`src/rtl/cpu_system_pkg.sv`:
```
// Shared types for the SAP-style CPU system: data/address types, opcodes,
// core phase and system control states.
package cpu_system_pkg;

    typedef logic [7:0] byte_t;
    typedef logic [3:0] addr_t;

    localparam int CPU_OUT_DEPTH_DEF = 4;

    typedef enum logic [3:0] {
        OP_NOP = 4'h0,
        OP_LDA = 4'h1,
        OP_ADD = 4'h2,
        OP_SUB = 4'h3,
        OP_OUT = 4'h6,
        OP_JMP = 4'h7,
        OP_HLT = 4'hF
    } opcode_t;

    typedef enum logic {
        PH_FETCH,
        PH_EXEC
    } core_phase_t;

    typedef enum logic [1:0] {
        ST_LOAD,
        ST_RUN,
        ST_HALT
    } cpu_sys_state_t;

endpackage

```
`src/rtl/cpu_core.sv`:
```
// Two-phase (fetch/execute) accumulator CPU. reset_i is a synchronous hold,
// clk_en_i advances one phase per enabled clock.
module cpu_core import cpu_system_pkg::*; (
    input  logic  clk,
    input  logic  rst_n,
    input  logic  reset_i,
    input  logic  clk_en_i,
    input  byte_t mem_data_i,
    output addr_t mem_addr_o,
    output logic  out_strobe_o,
    output byte_t out_value_o,
    output logic  hlt_o
);

    core_phase_t phase;
    addr_t       pc;
    byte_t       ir;
    byte_t       acc;
    logic        halted;
    opcode_t     op;

    assign op = opcode_t'(ir[7:4]);

    always_ff @(posedge clk or negedge rst_n) begin
        if (!rst_n) begin
            phase  <= PH_FETCH;
            pc     <= '0;
            ir     <= '0;
            acc    <= '0;
            halted <= 1'b0;
        end else if (reset_i) begin
            phase  <= PH_FETCH;
            pc     <= '0;
            ir     <= '0;
            acc    <= '0;
            halted <= 1'b0;
        end else if (clk_en_i && !halted) begin
            if (phase == PH_FETCH) begin
                ir    <= mem_data_i;
                pc    <= pc + 1'b1;
                phase <= PH_EXEC;
            end else begin
                phase <= PH_FETCH;
                case (op)
                    OP_LDA:  acc    <= mem_data_i;
                    OP_ADD:  acc    <= acc + mem_data_i;
                    OP_SUB:  acc    <= acc - mem_data_i;
                    OP_JMP:  pc     <= ir[3:0];
                    OP_HLT:  halted <= 1'b1;
                    default: ;
                endcase
            end
        end
    end

    assign mem_addr_o   = (phase == PH_FETCH) ? pc : ir[3:0];
    assign out_strobe_o = (phase == PH_EXEC) && (op == OP_OUT) && !halted;
    assign out_value_o  = acc;
    assign hlt_o        = halted;

endmodule

```
`src/rtl/cpu_mem.sv`:
```
// 2**ADDR_W x 8 program/data RAM: asynchronous read, write on the falling clock edge.
module cpu_mem import cpu_system_pkg::*; #(
    parameter int ADDR_W = 4
) (
    input  logic              clk,
    input  logic              we,
    input  logic [ADDR_W-1:0] addr,
    input  byte_t             wdata,
    output byte_t             rdata
);

    byte_t ram [2**ADDR_W];

    // NOTE: storage arrays get no reset; contents must survive a system reset
    // and a reset port would turn the array into a bank of resettable flops.
    always_ff @(negedge clk) begin
        if (we) begin
            ram[addr] <= wdata;
        end
    end

    assign rdata = ram[addr];

endmodule

```
`src/rtl/cpu_out_fifo.sv`:
```
// Byte FIFO for CPU output values; a push into a full FIFO only lands when a
// pop frees a slot in the same cycle.
module cpu_out_fifo import cpu_system_pkg::*; #(
    parameter int DEPTH = CPU_OUT_DEPTH_DEF
) (
    input  logic                     clk,
    input  logic                     rst_n,
    input  logic                     push,
    input  byte_t                    push_data,
    input  logic                     pop,
    input  logic                     flush,
    output byte_t                    head_data,
    output logic                     valid,
    output logic [$clog2(DEPTH):0]   count,
    output logic                     full
);

    localparam int PTR_W = $clog2(DEPTH);

    byte_t             storage [DEPTH];
    logic [PTR_W-1:0]  wr_ptr;
    logic [PTR_W-1:0]  rd_ptr;
    logic              do_push;
    logic              do_pop;

    assign valid   = (count != '0);
    assign full    = (count == ($clog2(DEPTH)+1)'(DEPTH));
    assign do_pop  = pop && valid;
    assign do_push = push && (!full || do_pop);

    always_ff @(posedge clk or negedge rst_n) begin
        if (!rst_n) begin
            wr_ptr <= '0;
            rd_ptr <= '0;
            count  <= '0;
        end else if (flush) begin
            wr_ptr <= '0;
            rd_ptr <= '0;
            count  <= '0;
        end else begin
            if (do_push) wr_ptr <= wr_ptr + 1'b1;
            if (do_pop)  rd_ptr <= rd_ptr + 1'b1;
            case ({do_push, do_pop})
                2'b10:   count <= count + 1'b1;
                2'b01:   count <= count - 1'b1;
                default: ;
            endcase
        end
    end

    always_ff @(posedge clk) begin
        if (do_push && !flush) begin
            storage[wr_ptr] <= push_data;
        end
    end

    // Empty FIFO presents zero rather than a stale entry.
    assign head_data = valid ? storage[rd_ptr] : '0;

endmodule

```
`src/rtl/cpu_system.sv`:
```
// CPU system top: streaming program loader, run/halt control and a buffered
// valid/ready output drain around cpu_core and cpu_mem.
module cpu_system import cpu_system_pkg::*; #(
    parameter int MEM_ADDR_W = 4,
    parameter int OUT_DEPTH  = CPU_OUT_DEPTH_DEF
) (
    input  logic                       clk,
    input  logic                       reset_n_i,
    input  logic                       clk_en_i,
    input  logic                       load_valid_i,
    input  logic [7:0]                 load_data_i,
    input  logic                       load_last_i,
    output logic                       load_ready_o,
    input  logic                       reload_i,
    output logic                       run_o,
    output logic                       halt_o,
    output logic                       out_valid_o,
    output logic [7:0]                 out_data_o,
    input  logic                       out_ready_i,
    output logic [$clog2(OUT_DEPTH):0] out_count_o,
    output logic                       out_overflow_o
);

    if (MEM_ADDR_W != $bits(addr_t)) begin : g_bad_addr_w
        $error("cpu_system: MEM_ADDR_W must equal $bits(addr_t)");
    end
    if (OUT_DEPTH < 2 || (OUT_DEPTH & (OUT_DEPTH - 1)) != 0) begin : g_bad_depth
        $error("cpu_system: OUT_DEPTH must be a power of two >= 2");
    end

    localparam logic [MEM_ADDR_W-1:0] LOAD_ADDR_MAX = '1;

    cpu_sys_state_t          state;
    logic [MEM_ADDR_W-1:0]   load_addr;
    logic                    load_fire, load_done, reload_fire;
    logic                    core_reset, core_hlt, core_strobe;
    byte_t                   core_value, mem_rdata, mem_wdata;
    addr_t                   core_addr, mem_addr;
    logic                    mem_we;
    logic                    fifo_push, fifo_pop, fifo_full;

    assign load_ready_o = (state == ST_LOAD);
    assign load_fire    = load_valid_i && load_ready_o;
    assign load_done    = load_fire && (load_last_i || load_addr == LOAD_ADDR_MAX);
    assign reload_fire  = reload_i && (state != ST_LOAD);
    assign core_reset   = (state == ST_LOAD);
    assign fifo_push    = (state == ST_RUN) && core_strobe && clk_en_i;
    assign fifo_pop     = out_valid_o && out_ready_i;

    // NOTE: every signal driven here gets a default first, so no path leaves
    // a value unassigned and no latch is inferred.
    always_comb begin
        mem_we    = 1'b0;
        mem_addr  = core_addr;
        mem_wdata = '0;
        if (state == ST_LOAD) begin
            mem_we    = load_valid_i;
            mem_addr  = addr_t'(load_addr);
            mem_wdata = load_data_i;
        end
    end

    // NOTE: sequential state uses non-blocking assignments so every flop
    // samples pre-edge values regardless of statement order.
    always_ff @(posedge clk or negedge reset_n_i) begin
        if (!reset_n_i) begin
            state     <= ST_LOAD;
            load_addr <= '0;
            run_o     <= 1'b0;
            halt_o    <= 1'b0;
        end else begin
            unique case (state)
                ST_LOAD: if (load_fire) begin
                    load_addr <= load_addr + 1'b1;
                    if (load_done) begin
                        state <= ST_RUN;
                        run_o <= 1'b1;
                    end
                end
                ST_RUN: if (reload_fire) begin
                    state     <= ST_LOAD;
                    load_addr <= '0;
                    run_o     <= 1'b0;
                end else if (core_hlt) begin
                    state  <= ST_HALT;
                    halt_o <= 1'b1;
                end
                ST_HALT: if (reload_fire) begin
                    state     <= ST_LOAD;
                    load_addr <= '0;
                    run_o     <= 1'b0;
                    halt_o    <= 1'b0;
                end
                default: state <= ST_LOAD;
            endcase
        end
    end

    always_ff @(posedge clk or negedge reset_n_i) begin
        if (!reset_n_i) begin
            out_overflow_o <= 1'b0;
        end else if (reload_fire) begin
            out_overflow_o <= 1'b0;
        end else if (fifo_push && fifo_full && !fifo_pop) begin
            out_overflow_o <= 1'b1;
        end
    end

    cpu_core u_core (
        .clk          (clk),
        .rst_n        (reset_n_i),
        .reset_i      (core_reset),
        .clk_en_i     (clk_en_i),
        .mem_data_i   (mem_rdata),
        .mem_addr_o   (core_addr),
        .out_strobe_o (core_strobe),
        .out_value_o  (core_value),
        .hlt_o        (core_hlt)
    );

    cpu_mem #(.ADDR_W(MEM_ADDR_W)) u_mem (
        .clk   (clk),
        .we    (mem_we),
        .addr  (mem_addr),
        .wdata (mem_wdata),
        .rdata (mem_rdata)
    );

    cpu_out_fifo #(.DEPTH(OUT_DEPTH)) u_fifo (
        .clk       (clk),
        .rst_n     (reset_n_i),
        .push      (fifo_push),
        .push_data (core_value),
        .pop       (fifo_pop),
        .flush     (reload_fire),
        .head_data (out_data_o),
        .valid     (out_valid_o),
        .count     (out_count_o),
        .full      (fifo_full)
    );

endmodule

```
`config.mk`:
```
export PLATFORM = sky130hd
export DESIGN_NAME = cpu_system
export DESIGN_NICKNAME = d
export VERILOG_FILES = /design/src/rtl/cpu_system_pkg.sv /design/src/rtl/cpu_core.sv /design/src/rtl/cpu_mem.sv /design/src/rtl/cpu_out_fifo.sv /design/src/rtl/cpu_system.sv
export SDC_FILE = /design/constraint.sdc
export NUM_CORES = 1
export LEC_CHECK = 0
export BUFFER_PORTS_ARGS = -buffer_cell sky130_fd_sc_hd__buf_4
export CAP_MARGIN = 20
export CORE_MARGIN = 2
export CORE_UTILIZATION = 60
export DETAILED_ROUTE_END_ITERATION = 16
export GPL_TIMING_DRIVEN = 1
export HOLD_SLACK_MARGIN = 0.1
export PLACE_DENSITY = 0.88
export SLEW_MARGIN = 20
export SYNTH_ARGS = -nofsm -noshare
export SYNTH_HDL_FRONTEND = slang
export SYNTH_SLANG_ARGS = --single-unit
```
`constraint.sdc`:
```
create_clock -name clk -period 6.1 [get_ports clk]
set_input_delay 1.22 -clock clk [delete_from_list [all_inputs] [get_ports clk]]
set_output_delay 1.22 -clock clk [all_outputs]
set_load 0.02 [all_outputs]
```
==> results of run 1 <==
## Yosys cell counts, types with 3 or more instances
library cell | n | area share
o21ai_2 | 3 | 0.0029
o21a_1 | 4 | 0.0033
o21ai_1 | 3 | 0.0017
nand4_1 | 4 | 0.0028
nand2b_1 | 7 | 0.0049
o211ai_1 | 3 | 0.0025
inv_1 | 12 | 0.0050
xnor2_1 | 7 | 0.0068
a211oi_1 | 9 | 0.0075
nand3_1 | 18 | 0.010
nor2b_1 | 10 | 0.0069
edfxtp_1 | 160 | 0.53
nor3_1 | 10 | 0.0055
mux2i_1 | 19 | 0.021
and3_1 | 4 | 0.0028
and2_1 | 25 | 0.017
mux4_2 | 8 | 0.020
nor2_1 | 74 | 0.031
o31ai_1 | 4 | 0.0033
a22o_1 | 18 | 0.017
a21oi_1 | 64 | 0.035
xor2_1 | 8 | 0.0078
buf_2 | 10 | 0.0055
dfrtp_1 | 38 | 0.11
ha_1 | 18 | 0.025
o21ai_0 | 24 | 0.013
mux2_2 | 4 | 0.0050
clkbuf_1 | 23 | 0.0096
a221oi_1 | 6 | 0.0058
nand2_1 | 92 | 0.038
o22ai_1 | 11 | 0.0076
## repair_timing
item | in CTS | in global routing
pin swaps | 13 | 10
buffers inserted | 0 | 1
endpoints found under the hold margin | 0 | 0
gates resized for setup | 16 | 17
cloned | 0 | 0
setup endpoints to repair | 3 | 5
## kinds of logic (layout without fill, tap and decap cells)
family,after synthesis,after routing,synth area share
AND/OR/NAND/NOR,256,256,0.1314
flip-flops,198,198,0.6377
AO/OA/AOI/OAI,164,164,0.1162
buffers and inverters,49,262,0.02301
multiplexers,32,32,0.04769
adder cells (fa/ha/maj),20,20,0.02939
XOR/XNOR,15,15,0.01456
## state kept, by name, indices dropped and copies added, names as in the netlist
name	cells
u_core.phase	1
u_fifo.rd_ptr	2
u_core.pc	4
u_core.out_value_o	8
u_fifo.wr_ptr	2
halt_o	1
u_fifo.count	3
load_addr	4
u_core.ir	8
run_o	1
u_mem.ram	128
u_core.hlt_o	1
out_overflow_o	1
u_fifo.storage	32
state	2
## worst paths after layout
path,start,end,cells after the start
max,u_mem.ram[11][3],u_core.out_value_o[7],16
min,halt_o,halt_o,2
max reg2reg,u_mem.ram[11][3],u_core.out_value_o[7],16
min reg2reg,halt_o,halt_o,2
max in group asynchronous,reset_n_i,u_core.ir[4],1
min in group asynchronous,reset_n_i,halt_o,1
## metrics by stage
stage               worst slack [ps]  cell area (sq um)
finish                        -615.5              11010
CTS                           -457.9              10940
global placement              -308.2               9789
global route                  -731.9              11010
floorplan                     -326.7               9047
detailed placement            -522.2               9789
## metal layers
layer | GRT usage | up-vias
met3 | 0.06790 | 62
li1 | - | 3114
met1 | 0.3178 | 3311
met4 | 0.1403 | 0
met2 | 0.4678 | 411
met5 | 0 | -
## worst max-delay path: cells and delay by family (launching register included)
family / cells / cell delay [ps]
and+or+nand+nor: 7 / 1620
AOI/OAI and AO/OA: 5 / 800
adders and majority gates: 1 / 330
xor gates and xnor gates: 3 / 470
DFF: 1 / 350
## cell type report
class	instances	area, sq um	area share
multi-input cells	487	3189	0.2896
clock buffers	17	425.4	0.03863
well taps	184	230.2	0.02091
flip-flops and latches	198	5756	0.5227
inverters	11	41.29	0.003750
repair buffers	91	701.9	0.06374
clock inverters	143	668.1	0.06068
==> results.ini, run 1 <==
[status]
status=complete, but fails checks
violations=setup timing

[sta]
tightestPinTransition_ps=1011
slew_headroom=0.3261
hold_viol_final=0
finalWorstSetupSlack_ps=-615.5
final-max-slew-violation-count=0
rsz0062_at_grt=yes
setup_violations=2
skew_ps=67.08
holdWs_ps=510.1
tns_ps=-766.1

[final_layout]
final_nets=969
drive_gt1_frac=0.1806
layout_commonest_cell=edfxtp_1
area_growth_pct=22.02
final_cell_mix=edfxtp_1, inv_1, nand2_1, buf_4, nor2_1
fin_util=0.7548
n_fill_cell=843
finalNonFillerCells=1131
antennaDiodeCount=0

[die]
die_h_um=126.6
start_util=0.6186
die_x_um=126.6
std_cell_rows=44
core_sq_um=14590
die_area_sq_um=16040
pin_count=31

[yosys]
ys_warn_count=0
synth_ff_type=edfxtp_1
syn_avg_cell_area_sq_um=12.30
seq_area_frac_synth=0.6377
async_flop_share=0.1919
synth_edf_count=160
synth_cell_type_count=58
ys_seq_elements=198
synth_area_sq_um=9025
synth_nets=769
syn_inst=734

[setup_path]
arrival_ps=7090
reg2reg_slack_ps=-620
end_kind=register
slowest_delay_ps=490
crit_path_top_delay_cell=or4b_1
cp_cell_sequence=and2_1 -> a221oi_2 -> a211oi_2 -> nor4_4 -> o21ai_2 -> or4_4 -> o21ai_2 -> xnor2_1 -> ha_2 -> nor2_1 -> nor2_1 -> o41ai_2 -> xnor2_1 -> xor2_1 -> or4b_1 -> nand3_1
worstPathMaxFanout=2
cp-start-kind=register
worstPathRequired_ps=6470
worstSetupPathType=register to register

[detailed_routing]
ant_nets=0
drc=0
wl_per_cell_um=18.98
via_per_inst=6.099
vias=6898
firstDrtPassIters=5
wl_met3_mm=1.632
wl_met1_mm=7.910
wl_mm=21.47
highest_layer=met4
met2_length_mm=11.19
drt_iter0_drc=768

[cts]
numCtsBuffers=17
numClockSinks=198
root_buffer=clkbuf_16
cts_tree=done
clock_path_buffers=2
ctsHoldBuffers=0
cts_max_level=4
clk_pin_slew_ps=80
clk_latency_ps=500

[hold_path]
hp-class=register to register

[grt]
grt_pass1_wl_mm=33.82
grtUsageTotal=0.2723
antenna_found_initial=0
overflow=0
grt_max_degree=39
grt_pass1_vias=6961

[place]
dp_hpwl_mm=13.53
io_buffers=30
gp_congestion=0.8783
placed_cells=970

[flow_run]
cap_violations=0

Power of run 1 is left out: the tool's default activity adds up to more than one toggle a clock period on the data nets, which glitch-free logic cannot reach.
==> run 2: changes to the inputs <==
--- a/config.mk
+++ b/config.mk
@@ -6,7 +6,7 @@
 export NUM_CORES = 1
 export LEC_CHECK = 0
 export BUFFER_PORTS_ARGS = -buffer_cell sky130_fd_sc_hd__buf_4
-export CAP_MARGIN = 20
+export CORE_ASPECT_RATIO = 1.2
 export CORE_MARGIN = 2
 export CORE_UTILIZATION = 60
 export DETAILED_ROUTE_END_ITERATION = 16
==> run 2 against run 1 <==
Effect of this change: the run still ends with setup timing left; via count increased by 2.2%; clock skew down 14 ps; core utilization is 0.81 points lower; largest cell class unchanged.
==> results.ini, run 2 (synthesis gave the netlist of run 1 again) <==
[grt]
overflow=0  ; unchanged
grt_max_degree=47  ; +21%
grtUsageTotal=0.2912  ; +0.01897
antenna_found_initial=0  ; unchanged
grt_pass1_vias=7289  ; +4.7%
grt_pass1_wl_mm=35.43  ; +4.8%

[final_layout]
layout_commonest_cell=edfxtp_1
antennaDiodeCount=0  ; unchanged
drive_gt1_frac=0.1831  ; +0.002499
largest_register_ffs=128  ; unchanged
final_nets=967  ; -0.21%
finalNonFillerCells=1149  ; +1.6%
final_cell_mix=edfxtp_1, inv_1, nand2_1, buf_4, nor2_1
n_fill_cell=896  ; +6.3%
reg.largest.list=u_mem.ram x128, u_fifo.storage x32
regMostFlops=u_mem.ram
area_growth_pct=22.76

[status]
violations=setup timing
status=complete, but fails checks

[setup_path]
timing.rr.start=u_mem.ram[13][3]
arrival_ps=7140  ; +50 ps
timing.critical_path.from=u_mem.ram[13][3]
endpoint=u_core.out_value_o[7]
r2r_end=u_core.out_value_o[7]
cp-start-kind=register
worstSetupPathType=register to register
reg2reg_slack_ps=-650  ; -40 ps
worstPathRequired_ps=6480  ; about the same
rr_worst_depth=17  ; +1
worstPathMaxFanout=3  ; +1
end_kind=register

[detailed_routing]
vias=7053  ; +2.2%
drt_iter0_drc=839  ; +9.2%
wl_per_cell_um=20.28  ; +6.9%
wl_mm=23.30  ; +8.6%
ant_nets=0  ; unchanged
drc=0  ; unchanged
via_per_inst=6.138  ; +0.65%
firstDrtPassIters=8  ; +3

[sta]
slew_headroom=0.2871  ; -0.03902
final-max-slew-violation-count=0  ; unchanged
tightestPinTransition_ps=1069  ; +58.67 ps
setup_violations=3  ; +1
rsz0062_at_grt=yes
skew_ps=53.13  ; -13.95 ps
hold_viol_final=0  ; unchanged
tns_ps=-783.2  ; -17.12 ps
finalWorstSetupSlack_ps=-653.0  ; -37.49 ps

[die]
die_x_um=116.0  ; -8.4%
std_cell_rows=49  ; +11%
start_util=0.6083  ; -0.01033
die_area_sq_um=16040  ; about the same
die_h_um=138.4  ; +9.2%
pin_count=31  ; unchanged
core_sq_um=14840  ; +1.7%

[hold_path]
hp-class=register to register
hold_depth=2  ; unchanged

[place]
dp_hpwl_mm=14.06  ; +3.9%
placed_cells=987  ; +1.8%
io_buffers=30  ; unchanged
gp_congestion=0.8674  ; -1.2%

[cts]
root_buffer=clkbuf_16
cts_max_level=4  ; unchanged
clk_pin_slew_ps=80  ; about the same
clock_path_buffers=2  ; unchanged
numClockSinks=198  ; unchanged
numCtsBuffers=17  ; unchanged
clk_latency_ps=490  ; about the same
cts_tree=done

[flow_run]
cap_violations=0  ; unchanged

## run 2: cell type report
type / count / area (sq um) / area share
Inverter: 11 / 41.29 / 0.003727
Multi-Input combinational cell: 487 / 3233 / 0.2918
Clock inverter: 143 / 676.9 / 0.06110
Timing Repair Buffer: 89 / 691.9 / 0.06245
Tap cell: 204 / 255.2 / 0.02304
Sequential cell: 198 / 5756 / 0.5195
Clock buffer: 17 / 425.4 / 0.03840
## run 2: how the worst min path moves through the flow
stage              startpoint             end  slack [ps]
5_1_grt                halt_o          halt_o         540
2_1_floorplan        state[1]        state[1]         490
3_5_place_dp           halt_o          halt_o         510
3_3_place_gp   out_overflow_o  out_overflow_o         480
6_report               halt_o          halt_o         530
4_1_cts                halt_o          halt_o         530
## run 2: per-layer routing
metal  global-route usage  part of all wire  up-vias
met1               0.3128              0.34     3424
met3              0.08768             0.071      101
met4               0.1617             0.047        0
met5                    0                 0        -
li1                     -                 -     3102
met2               0.5045              0.54      426
## run 2: per-stage QoR
step	area (sq um)	setup WS (ps)	utilization	hold WS (ps)
5_1_grt	11080	-844.5	0.7468	539.1
2_1_floorplan	9047	-326.7	-	493.1
3_5_place_dp	9804	-518.6	0.6608	509.1
6_report	11080	-653.0	0.7468	526.8
4_1_cts	10960	-510.5	0.7386	528.4
3_3_place_gp	9804	-305.1	0.6608	481.6
## run 2: repair_timing
item	4_1_cts	5_1_grt
hold buffers	0	0
resized for setup	12	27
pin swaps	8	4
buffers inserted	1	2
setup endpoints to repair	2	5
## run 2: critical path, stage by stage, from the launching register on
cell and delay, ps:
edfxtp_1 380, and2_4 160, a221oi_4 280, a211oi_2 100, nor4_4 260, o21ai_2 110, buf_4 150, nand2b_1 130
o21ai_0 270, xor2_1 200, ha_1 250, nor3_1 80, nor2_1 140, o41ai_2 90, xnor2_1 290, xor2_1 150
or4b_1 490, nand3_1 90
Power of run 2 is left out for the same reason.
==> run 3: changes to the inputs <==
--- a/config.mk
+++ b/config.mk
@@ -6,13 +6,14 @@
 export NUM_CORES = 1
 export LEC_CHECK = 0
 export BUFFER_PORTS_ARGS = -buffer_cell sky130_fd_sc_hd__buf_4
-export CORE_ASPECT_RATIO = 1.2
+export CORE_ASPECT_RATIO = 2
 export CORE_MARGIN = 2
 export CORE_UTILIZATION = 60
 export DETAILED_ROUTE_END_ITERATION = 16
 export GPL_TIMING_DRIVEN = 1
 export HOLD_SLACK_MARGIN = 0.1
 export PLACE_DENSITY = 0.88
+export REMOVE_ABC_BUFFERS = 1
 export SLEW_MARGIN = 20
 export SYNTH_ARGS = -nofsm -noshare
 export SYNTH_HDL_FRONTEND = slang
==> run 3 against run 2 <==
Effect of this change: the flow still finishes with violations (setup timing); largest cell class unchanged; register-to-register slack improved by 110 ps; worst hold slack got worse by 4.3 ps; core utilization up 0.31 points; via count barely moved; die area grew 0.35%; highest routed layer unchanged; first-iteration DRC count fell by 31%; sequential share of layout area rose by 0.12 points; clock skew rose by 1.9 ps; critical endpoint unchanged; critical path depth is 1 lower; wire length about the same.
==> results.ini, run 3 (synthesis gave the netlist of run 1 again) <==
[status]
status=complete, but fails checks
violations=setup timing

[sta]
tns_ps=-704.0  ; +79.20 ps
skew_ps=55.00  ; +1.875 ps
rsz0062_at_grt=yes
setup_violations=2  ; -1
slew_headroom=0.2894  ; +0.002262
hold_viol_final=0  ; unchanged
final-max-slew-violation-count=0  ; unchanged
finalWorstSetupSlack_ps=-544.2  ; +108.8 ps
tightestPinTransition_ps=1066  ; -3.536 ps

[final_layout]
regMostFlops=u_mem.ram
layout_commonest_cell=edfxtp_1
reg.largest.list=u_mem.ram x128, u_fifo.storage x32
fin_util=0.7499  ; +0.003098
drive_gt1_frac=0.1956  ; +0.01251
final_nets=974  ; +0.72%
antennaDiodeCount=0  ; unchanged
final_cell_mix=edfxtp_1, inv_1, buf_4, nand2_1, nor2_1
largest_register_ffs=128  ; unchanged
area_growth_pct=22.47
finalNonFillerCells=1146  ; -0.26%
fin_area_sq_um=11050  ; -0.24%

[place]
io_buffers=30  ; unchanged
place_area_sq_um=9773  ; -0.32%
dp_hpwl_mm=15.30  ; +8.8%
gp_congestion=0.9170  ; +5.7%
placed_cells=980  ; -0.71%

[setup_path]
endpoint=u_core.out_value_o[7]
reg2reg_slack_ps=-540  ; +110 ps
worstSetupPathType=register to register
r2r_end=u_core.out_value_o[7]
worstPathMaxFanout=2  ; -1
cp-start-kind=register
timing.critical_path.from=u_mem.ram[13][3]
arrival_ps=7030  ; -110 ps
end_kind=register
worstPathRequired_ps=6490  ; about the same
rr_worst_depth=16  ; -1
timing.rr.start=u_mem.ram[13][3]

[cts]
clk_pin_slew_ps=80  ; about the same
numCtsBuffers=17  ; unchanged
cts_tree=done
clock_path_buffers=2  ; unchanged
numClockSinks=198  ; unchanged
cts_max_level=4  ; unchanged
root_buffer=clkbuf_16
clk_latency_ps=500  ; about the same

[detailed_routing]
wl_per_cell_um=20.34  ; +0.29%
firstDrtPassIters=7  ; -1
vias=7047  ; -0.085%
via_per_inst=6.149  ; +0.18%
drt_iter0_drc=580  ; -31%
wl_mm=23.31  ; about the same
ant_nets=0  ; unchanged
drc=0  ; unchanged

[flow_run]
cap_violations=0  ; unchanged

[grt]
overflow=0  ; unchanged
antenna_found_initial=0  ; unchanged
grtUsageTotal=0.2970  ; +0.005808
grt_pass1_vias=7373  ; +1.2%
grt_max_degree=39  ; -17%
grt_pass1_wl_mm=35.90  ; +1.3%

[die]
start_util=0.6123  ; +0.003976
die_h_um=177.4  ; +28%
pin_count=31  ; unchanged
std_cell_rows=63  ; +29%
core_sq_um=14740  ; -0.65%
die_x_um=90.72  ; -22%
die_area_sq_um=16100  ; +0.35%

[hold_path]
hp-class=register to register

## run 3: cell type report
type / instances / area [sq um]
Sequential cell: 198 / 5756
Fill cell: 881 / 3687
Multi-Input combinational cell: 487 / 3227
Timing Repair Buffer: 96 / 732.0
Clock inverter: 142 / 628.1
Clock buffer: 17 / 425.4
Tap cell: 195 / 244.0
Inverter: 11 / 41.29
## run 3: worst max-delay path, stage by stage (launching register included)
cell and delay [ps]:
edfxtp_1 360, and2_1 170, a221oi_2 260, a211oi_2 100, nor4_4 250, o21ai_2 100, or4_4 440, o21ai_2 160
xnor2_1 90, ha_2 340, nor2_1 50, nor2_1 150, o41ai_2 110, xnor2_1 220, xor2_1 110, or4b_1 490
nand3_1 110
## run 3: routing by layer
metal | global-route usage | vias to the layer above | part of all wire
met3 | 0.07728 | 124 | 0.052
met1 | 0.2576 | 3445 | 0.31
met4 | 0.2410 | 0 | 0.064
met2 | 0.5553 | 358 | 0.57
met5 | 0 | - | 0
li1 | - | 3120 | -
## run 3: how the worst min path moves through the flow
stage,depth (start not counted),endpoint,start
floorplan,2,state[1],state[1]
global placement,2,out_overflow_o,out_overflow_o
detailed placement,2,halt_o,halt_o
CTS,2,halt_o,halt_o
global route,2,halt_o,halt_o
finish,2,halt_o,halt_o
## run 3: what timing repair did
item                                    in CTS  in global routing
gates cloned                                 0                  0
setup buffers                                7                  3
hold buffers                                 0                  0
pin swaps                                   20                 12
resized for setup                           31                 17
endpoints found under the setup margin       3                  5
## run 3: per-stage QoR
stage	hold slack (ps)	setup WS, ps
floorplan	493.1	-501.1
global placement	484.7	-485.1
detailed placement	498.0	-602.1
CTS	521.0	-469.5
global route	553.0	-738.1
finish	522.6	-544.2
Power of run 3 is left out for the same reason.
